==> config.mk <==
export PLATFORM = sky130hd
export DESIGN_NAME = beam_power_integrator_flat
export DESIGN_NICKNAME = d
export VERILOG_FILES = /design/src/rtl/beam_power_if.sv /design/src/rtl/beam_power_integrator.sv /design/src/flat_wrapper.sv
export SDC_FILE = /design/constraint.sdc
export NUM_CORES = 2
export LEC_CHECK = 0
export CAP_MARGIN = 40
export CELL_PAD_IN_SITES_DETAIL_PLACEMENT = 1
export CELL_PAD_IN_SITES_GLOBAL_PLACEMENT = 1
export CORE_ASPECT_RATIO = 0.75
export CORE_MARGIN = 4
export CORE_UTILIZATION = 45
export DETAILED_ROUTE_END_ITERATION = 10
export GPL_TIMING_DRIVEN = 0
export PLACE_DENSITY = 0.8
export SETUP_SLACK_MARGIN = 0.5
export SYNTH_ARGS = -nofsm -noshare
export SYNTH_HDL_FRONTEND = slang
export SYNTH_SLANG_ARGS = --single-unit
==> constraint.sdc <==
create_clock -name clk -period 11.9 [get_ports clk]
set_clock_uncertainty 0.05 [all_clocks]
set_input_delay 2.38 -clock clk [delete_from_list [all_inputs] [get_ports clk]]
set_output_delay 2.38 -clock clk [all_outputs]
set_load 0.01 [all_outputs]
==> src/rtl/beam_power_if.sv <==
// Handshake/data bundle between the steering-sum stage, the power integrator
// and the peak-search/readout consumer. Widths are derived here so that every
// endpoint sees the same result and beam-index sizes.
interface beam_power_if #(
  parameter int Y_WORD_LENGTH = 24,
  parameter int N_INTEGRATE   = 256,
  parameter int NUM_BEAMS     = 16
);
  localparam int PWR_W    = 2 * Y_WORD_LENGTH;
  localparam int CNT_BITS = (N_INTEGRATE > 1) ? $clog2(N_INTEGRATE) : 1;
  localparam int ACC_W    = PWR_W + CNT_BITS;
  localparam int BEAM_W   = (NUM_BEAMS > 1) ? $clog2(NUM_BEAMS) : 1;

  logic                            clear;
  logic                            in_valid;
  logic signed [Y_WORD_LENGTH-1:0] I_y;
  logic signed [Y_WORD_LENGTH-1:0] Q_y;
  logic                            out_valid;
  logic                            out_ready;
  logic        [ACC_W-1:0]         out_power;
  logic        [BEAM_W-1:0]        out_beam_idx;
  logic                            sweep_done;
  logic                            overrun;

  // Upstream sample source plus downstream consumer (drives ready).
  modport master (
    output clear, in_valid, I_y, Q_y, out_ready,
    input  out_valid, out_power, out_beam_idx, sweep_done, overrun
  );

  // The integrator itself.
  modport slave (
    input  clear, in_valid, I_y, Q_y, out_ready,
    output out_valid, out_power, out_beam_idx, sweep_done, overrun
  );
endinterface

==> src/rtl/beam_power_integrator.sv <==
// Beam power integrator: squares each beamformed sample (I^2 + Q^2), sums the
// power over N_INTEGRATE valid samples and dumps one tagged result per beam
// through a valid/ready port. Three register stages: square, sum, accumulate.
module beam_power_integrator #(
  parameter int Y_WORD_LENGTH = 24,
  parameter int N_INTEGRATE   = 256,
  parameter int NUM_BEAMS     = 16
) (
  input  logic         clk,
  input  logic         rst,
  beam_power_if.slave  bus
);
  localparam int PWR_W    = 2 * Y_WORD_LENGTH;
  localparam int CNT_BITS = (N_INTEGRATE > 1) ? $clog2(N_INTEGRATE) : 1;
  localparam int ACC_W    = PWR_W + CNT_BITS;
  localparam int BEAM_W   = (NUM_BEAMS > 1) ? $clog2(NUM_BEAMS) : 1;

  localparam logic [CNT_BITS-1:0] CNT_LAST  = CNT_BITS'(N_INTEGRATE - 1);
  localparam logic [BEAM_W-1:0]   BEAM_LAST = BEAM_W'(NUM_BEAMS - 1);

  // Sign-extend to the full product width so the squares are exact.
  logic signed [PWR_W-1:0] i_ext, q_ext;
  logic        [PWR_W-2:0] ii_sq, qq_sq;

  assign i_ext = {{Y_WORD_LENGTH{bus.I_y[Y_WORD_LENGTH-1]}}, bus.I_y};
  assign q_ext = {{Y_WORD_LENGTH{bus.Q_y[Y_WORD_LENGTH-1]}}, bus.Q_y};
  // A square never exceeds 2^(2Y-2), so the top product bit is always zero.
  assign ii_sq = (PWR_W-1)'(i_ext * i_ext);
  assign qq_sq = (PWR_W-1)'(q_ext * q_ext);

  logic              s1_valid;
  logic [PWR_W-2:0]  s1_ii, s1_qq;
  logic              s2_valid;
  logic [PWR_W-1:0]  s2_pwr;

  logic [ACC_W-1:0]    acc;
  logic [CNT_BITS-1:0] cnt;
  logic [BEAM_W-1:0]   beam;
  logic [ACC_W-1:0]    acc_sum;
  logic                s3_take;
  logic                dump;

  assign acc_sum = acc + ACC_W'(s2_pwr);
  // clear discards whatever sits in S2 on the same edge it flushes S1/S2.
  assign s3_take = s2_valid && !bus.clear;
  assign dump    = s3_take && (cnt == CNT_LAST);

  // S1: register the two squares; a sample arriving with clear is dropped.
  always_ff @(posedge clk or posedge rst) begin
    if (rst) begin
      s1_valid <= 1'b0;
      s1_ii    <= '0;
      s1_qq    <= '0;
    end else begin
      s1_valid <= bus.in_valid && !bus.clear;
      s1_ii    <= ii_sq;
      s1_qq    <= qq_sq;
    end
  end

  // S2: register the instantaneous power I^2 + Q^2.
  always_ff @(posedge clk or posedge rst) begin
    if (rst) begin
      s2_valid <= 1'b0;
      s2_pwr   <= '0;
    end else begin
      s2_valid <= s1_valid && !bus.clear;
      s2_pwr   <= PWR_W'(s1_ii) + PWR_W'(s1_qq);
    end
  end

  // S3: integrate-and-dump with sample and beam counters.
  always_ff @(posedge clk or posedge rst) begin
    if (rst) begin
      acc  <= '0;
      cnt  <= '0;
      beam <= '0;
    end else if (bus.clear) begin
      acc  <= '0;
      cnt  <= '0;
      beam <= '0;
    end else if (dump) begin
      acc  <= '0;
      cnt  <= '0;
      beam <= (beam == BEAM_LAST) ? '0 : beam + 1'b1;
    end else if (s3_take) begin
      acc  <= acc_sum;
      cnt  <= cnt + 1'b1;
    end
  end

  // Output register and handshake; clear leaves the presented result alone.
  always_ff @(posedge clk or posedge rst) begin
    if (rst) begin
      bus.out_valid    <= 1'b0;
      bus.out_power    <= '0;
      bus.out_beam_idx <= '0;
      bus.sweep_done   <= 1'b0;
      bus.overrun      <= 1'b0;
    end else begin
      bus.sweep_done <= dump && (beam == BEAM_LAST);
      if (dump) begin
        bus.out_valid    <= 1'b1;
        bus.out_power    <= acc_sum;
        bus.out_beam_idx <= beam;
        // Overwriting a result nobody took is sticky until reset.
        if (bus.out_valid && !bus.out_ready) bus.overrun <= 1'b1;
      end else if (bus.out_ready) begin
        bus.out_valid <= 1'b0;
      end
    end
  end
endmodule
==> src/flat_wrapper.sv <==
// flat-port wrapper written by rule: the top's interface ports become plain ports
module beam_power_integrator_flat 
#(
  parameter int Y_WORD_LENGTH = 24,
  parameter int N_INTEGRATE   = 256,
  parameter int NUM_BEAMS     = 16
)
  (clk, rst, bus_clear, bus_in_valid, bus_I_y, bus_Q_y, bus_out_ready, bus_out_valid, bus_out_power, bus_out_beam_idx, bus_sweep_done, bus_overrun);
  beam_power_if #(.Y_WORD_LENGTH(Y_WORD_LENGTH), .N_INTEGRATE(N_INTEGRATE), .NUM_BEAMS(NUM_BEAMS)) bus_i ();
  input  logic clk;
  input  logic rst;
  input wire logic [$bits(bus_i.clear)-1:0] bus_clear;
  input wire logic [$bits(bus_i.in_valid)-1:0] bus_in_valid;
  input wire logic [$bits(bus_i.I_y)-1:0] bus_I_y;
  input wire logic [$bits(bus_i.Q_y)-1:0] bus_Q_y;
  input wire logic [$bits(bus_i.out_ready)-1:0] bus_out_ready;
  output wire logic [$bits(bus_i.out_valid)-1:0] bus_out_valid;
  output wire logic [$bits(bus_i.out_power)-1:0] bus_out_power;
  output wire logic [$bits(bus_i.out_beam_idx)-1:0] bus_out_beam_idx;
  output wire logic [$bits(bus_i.sweep_done)-1:0] bus_sweep_done;
  output wire logic [$bits(bus_i.overrun)-1:0] bus_overrun;
  assign bus_i.clear = bus_clear;
  assign bus_i.in_valid = bus_in_valid;
  assign bus_i.I_y = bus_I_y;
  assign bus_i.Q_y = bus_Q_y;
  assign bus_i.out_ready = bus_out_ready;
  assign bus_out_valid = bus_i.out_valid;
  assign bus_out_power = bus_i.out_power;
  assign bus_out_beam_idx = bus_i.out_beam_idx;
  assign bus_sweep_done = bus_i.sweep_done;
  assign bus_overrun = bus_i.overrun;
  beam_power_integrator #(.Y_WORD_LENGTH(Y_WORD_LENGTH), .N_INTEGRATE(N_INTEGRATE), .NUM_BEAMS(NUM_BEAMS)) u_core (.clk(clk), .rst(rst), .bus(bus_i));
endmodule
# Yosys cells after proc, flatten, opt, wreduce, memory -nomap -nowiden
# Cells that the tools add are included.
# word_totals
regBits	275
input_bits	53
output_inout_bits	63
# classes
n_mul	2
n_eq_ne	2
n_reduce_logical	12
addsub	4
n_mux	11
# ops
operator	count
2-to-1 mux 56 bit	3
multiplier 24 x 24 -> 47 bit	2
adder 56 x 48 -> 56 bit	1
adder 47 x 47 -> 48 bit	1
2-to-1 mux 8 bit	3
2-to-1 mux 4 bit	3
adder 8 x 1 -> 8 bit, second input constant	1
equality test 8 bit, second input constant	1
logical AND 1 bit	6
adder 4 x 1 -> 4 bit, second input constant	1
equality test 4 bit, second input constant	1
nonzero test 2 bit	2
nonzero test 3 bit	1
logical NOT 1 bit	2
2-to-1 mux 1 bit	2
AND reduction 2 bit	1

# Longest topological paths before layout
# depth
word_depth	5
depth_mapped	28
depth_no_buf	27

# Least setup slack after synthesis
# Ideal clock, no wire load.
# synth_timing
path_kind	in2reg
start	input bus_I_y[23]
end	register u_core.s1_ii[45]
required_time_ns	11.723
path_slack_ns	2.624
path_stages	26
arrival_ns	9.099
n_path_buf	2
setup_time_ns	0.127
cell_sequence	clkbuf_1 clkbuf_1 nand2_1 inv_1 fa_1 fa_1 inv_1 fa_1 inv_1 fa_1 fa_1 fa_1 inv_1 fa_1 inv_1 ha_1 a21o_1 a21o_1 a2111o_1 a32oi_1 o211ai_1 a211oi_1 o21bai_1 a21oi_1 o21ai_1 xor2_1
# synth_between
elab_chain_cells	1
# synth_lines
element	line_no	rtl
from (decl)	flat_wrapper.sv:14	input wire logic [$bits(bus_i.I_y)-1:0] bus_I_y;
multiplier 24 x 24 -> 47 bit	beam_power_integrator.sv:28	assign ii_sq = (PWR_W-1)'(i_ext * i_ext);
named net u_core.ii_sq[45]	beam_power_integrator.sv:23	logic [PWR_W-2:0] ii_sq, qq_sq;
to (signal assigned)	beam_power_integrator.sv:56	s1_ii <= ii_sq;
to (decl)	beam_power_integrator.sv:32	logic [PWR_W-2:0] s1_ii, s1_qq;
# The timed path passes the listed nets, and every way through them passes these cells.
# A chain may end at the register's enable or synchronous reset.

# Final worst setup path
# layout_timing
start	input bus_Q_y[23]
end	register u_core.s1_qq[45]
# layout_between
elab_chain_cells	1
# layout_lines
element	line_no	rtl
from (decl)	flat_wrapper.sv:15	input wire logic [$bits(bus_i.Q_y)-1:0] bus_Q_y;
multiplier 24 x 24 -> 47 bit	beam_power_integrator.sv:29	assign qq_sq = (PWR_W-1)'(q_ext * q_ext);
named net u_core.qq_sq[45]	beam_power_integrator.sv:23	
to (signal assigned)	beam_power_integrator.sv:57	s1_qq <= qq_sq;
to (decl)	beam_power_integrator.sv:32	
# The timed path passes the listed nets, and every way through them passes these cells.

==> impl_metrics.tcl <==
set metrics [dict create \
    synth.avg_cell_area_um2 9.618 \
    antenna_found_initial 8 \
    synthFlopType "dfrtp_1" \
    fin_ws_ns 0.8695 \
    finalSetupViolations 0 \
    async_flop_share 1.000 \
    synth_compound_area_frac 0.07773 \
    netlist_area_um2 50750 \
    syn_inst 5277 \
    ant_nets 0 \
    slew_violations 0 \
    start_util 0.4545 \
    grt_use_total 0.2647 \
    cts.htree.levels 1 \
    outcome "finished clean" \
    synth_top_family_by_area "adder cells" \
    ctsHoldBuffers 0 \
    global_route.usage.met3 0.03890 \
    grt_pass1_vias 42610 \
    die_area_um2 118300 \
    hold_viol_final 0 \
    dp_slack_ns -0.1795 \
    drt_iter0_drc 2539 \
    mostFrequentLayoutCells "inv_1 (1366), fa_1 (1097), nand2_1 (607)" \
    worst_pin_slew_ns 1.031 \
    worstSetupPathType "in2reg" \
    synth_enable_flop_cells 0 \
    cts_buffers 29 \
    netlist.area_leader.share 0.4327 \
    hpwl_mm 131.4 \
    synth_seq_cells 273 \
    maxCapViolations 0 \
    synth_adder_area_share 0.5259 \
    grt_start_max_net_pins 127 \
    stdcell_area_um2 55010 \
    io_pins 116 \
    drtPass1Iterations 5 \
    synthXorXnorAreaFrac 0.03710 \
    worstPathMaxFanout 10 \
    gp_congestion 0.9493 \
    hold_path.class "reg2reg" \
    fin_util 0.4926 \
    synthesis.nets 6805 \
    finalCritPeriodShare 0.9269 \
    core_area_um2 111700 \
    start_kind "primary input" \
    maxSlewHeadroom 0.3128 \
    layout_commonest_cell "inv_1" \
    clkLatencyLatePin_ns 0.61 \
    yosysSeqAreaShare 0.1346 \
    drt-vias-per-instance 5.311 \
    rows 106 \
    min_period_ns 11.03 \
    drive_gt1_frac 0.01996 \
    die_x_um 395.8 \
    cts.sink_count 273 \
    vias 37060 \
    yosysTopAreaCell "fa_1" \
    synthMuxAreaShare 0.002096 \
    overflow 0 \
    yosys_warnings 0 \
    crit_required_ns 12.30 \
    clockBufferDepth 3 \
    fmax_ghz 0.09066 \
    use_met2 0.4360 \
    post_cts_buffers 0 \
    die_y_um 298.8 \
    routedWlPerCell_um 21.88 \
    fin_nets 6966 \
    wl_mm 152.7 \
    synth_cell_types 77 \
    dpl_cell_area_um2 53970 \
    area_growth_pct 8.394 \
    fillCellCount 12760 \
    clock-root-buffer "clkbuf_16" \
    busiest_layer "met2" \
    grt_use_met1 0.3750 \
    grt_pass1_wl_mm 243.1 \
    critPathCaptureType "register" \
    cts.clk_slew.worst_paths_ns 0.08 \
    grt_setup_unrepaired "false" \
    drc 0 \
    synth-simple-area-share 0.1095 \
    synthTopCellsByArea "fa_1 (43%), dfrtp_1 (13%), inv_1 (10%)" \
    critPathArrivalTime_ns 11.43 \
    port_buffers 115 \
    cts_tree "built" \
]
## synthesized netlist by cell type, types with 5 or more instances
library cell,instances
nand2b_1,33
nor3_1,28
nand3_1,38
dfrtp_1,273
nor2_1,129
and3_1,22
buf_2,7
buf_1,8
a22o_1,41
nand3b_1,5
clkbuf_1,144
o31ai_1,5
nand2_1,607
xnor2_1,144
o21bai_1,16
a211oi_1,23
a21oi_1,162
or3_1,10
a21o_1,93
a31o_2,8
o211ai_1,8
o21a_1,23
ha_1,378
and2_1,222
fa_1,1097
nor2b_1,54
a221o_1,5
a31oi_1,22
o21ai_1,12
mux2i_1,5
a221oi_1,6
a211o_1,5
mux2_2,5
inv_1,1367
o2111ai_1,5
nand4_1,21
and4_1,6
xor2_1,71
o21ai_0,99
## cell families after synthesis
logic type | after synthesis
adder cells (fa/ha/maj) | 1475
AO/OA/AOI/OAI | 588
XOR/XNOR | 215
buffers and inverters | 1526
multiplexers | 10
AND/OR/NAND/NOR | 1190
flip-flops | 273
## routing by layer
metal	routed length, um	vias to the layer above	share of wire
met5	0	-	0
met4	3508	0	0.023
met3	10340	233	0.068
met2	71920	1118	0.47
met1	66900	19550	0.44
li1	-	16160	-
## area by class of cell
| class | instances | area, um2 | share of cell area |
|---|---|---|---|
| diodes | 5 | 12.51 | 0.0002274 |
| repair buffers | 130 | 1354 | 0.02461 |
| clock inverters | 9 | 115.1 | 0.002092 |
| flip-flops and latches | 273 | 6832 | 0.1242 |
| plain buffers | 159 | 613.1 | 0.01114 |
| clock buffers | 45 | 865.8 | 0.01574 |
| inverters | 1367 | 5139 | 0.09341 |
| multi-input cells | 3478 | 38190 | 0.6942 |
| well taps | 1512 | 1892 | 0.03439 |
## timing repair
item                                   CTS  global route
endpoints found under the hold margin    0             0
setup endpoints to repair                1             7
gates resized for setup                  1            13
## state kept, by name, summed over array words and instances (netlist names)
name / count
u_core.bus.out_power: 56
u_core.s1_qq: 46
u_core.bus.overrun: 1
u_core.s1_ii: 46
u_core.s2_pwr: 48
u_core.cnt: 8
u_core.bus.out_beam_idx: 4
u_core.acc: 56
u_core.beam: 4
u_core.s1_valid: 1
u_core.s2_valid: 1
u_core.bus.out_valid: 1
u_core.bus.sweep_done: 1
## final timing paths
check	from	endpoint	slack (ns)	cells past startpoint
worst max-delay path	bus_Q_y[23]	u_core.s1_qq[45]$_DFF_PP0_	0.87	25
worst min-delay path	u_core.bus.out_power[15]$_DFFE_PP0P_	u_core.bus.out_power[15]$_DFFE_PP0P_	0.42	2
worst max register to register	u_core.s2_pwr[0]$_DFF_PP0_	u_core.bus.out_power[40]$_DFFE_PP0P_	7.38	12
worst min register to register	u_core.bus.out_power[15]$_DFFE_PP0P_	u_core.bus.out_power[15]$_DFFE_PP0P_	0.42	2
max in group asynchronous	rst	u_core.s1_ii[43]$_DFF_PP0_	8.52	3
min in group asynchronous	rst	u_core.bus.out_power[50]$_DFFE_PP0P_	2.18	2
## critical path, cell delays in order
cell	delay [ns]
clkdlybuf4s50_1	0.59
clkbuf_2	0.38
clkbuf_1	0.58
nand2_1	0.29
fa_1	0.57
fa_1	0.55
fa_1	0.52
fa_1	0.51
inv_1	0.06
fa_1	0.52
fa_1	0.50
inv_1	0.05
fa_1	0.48
inv_1	0.08
ha_1	0.41
a21o_1	0.19
a21o_1	0.19
a21oi_1	0.09
o21ai_0	0.56
a311o_1	0.36
nand2_1	0.19
or4_1	0.67
a31oi_1	0.34
mux2i_1	0.22
nand3_1	0.12
## through the flow
step	instances	setup TNS, ns	hold slack, ns
floorplan	5277	0	0.3885
global placement	6904	-395.37	0.4072
detailed placement	6916	-0.3688	0.4118
CTS	6970	0	0.4262
global route	6973	0	0.4490
finish	6978	0	0.4188
Power is left out: the tool's default activity adds up to more than one toggle a clock period on the data nets, which glitch-free logic cannot reach.
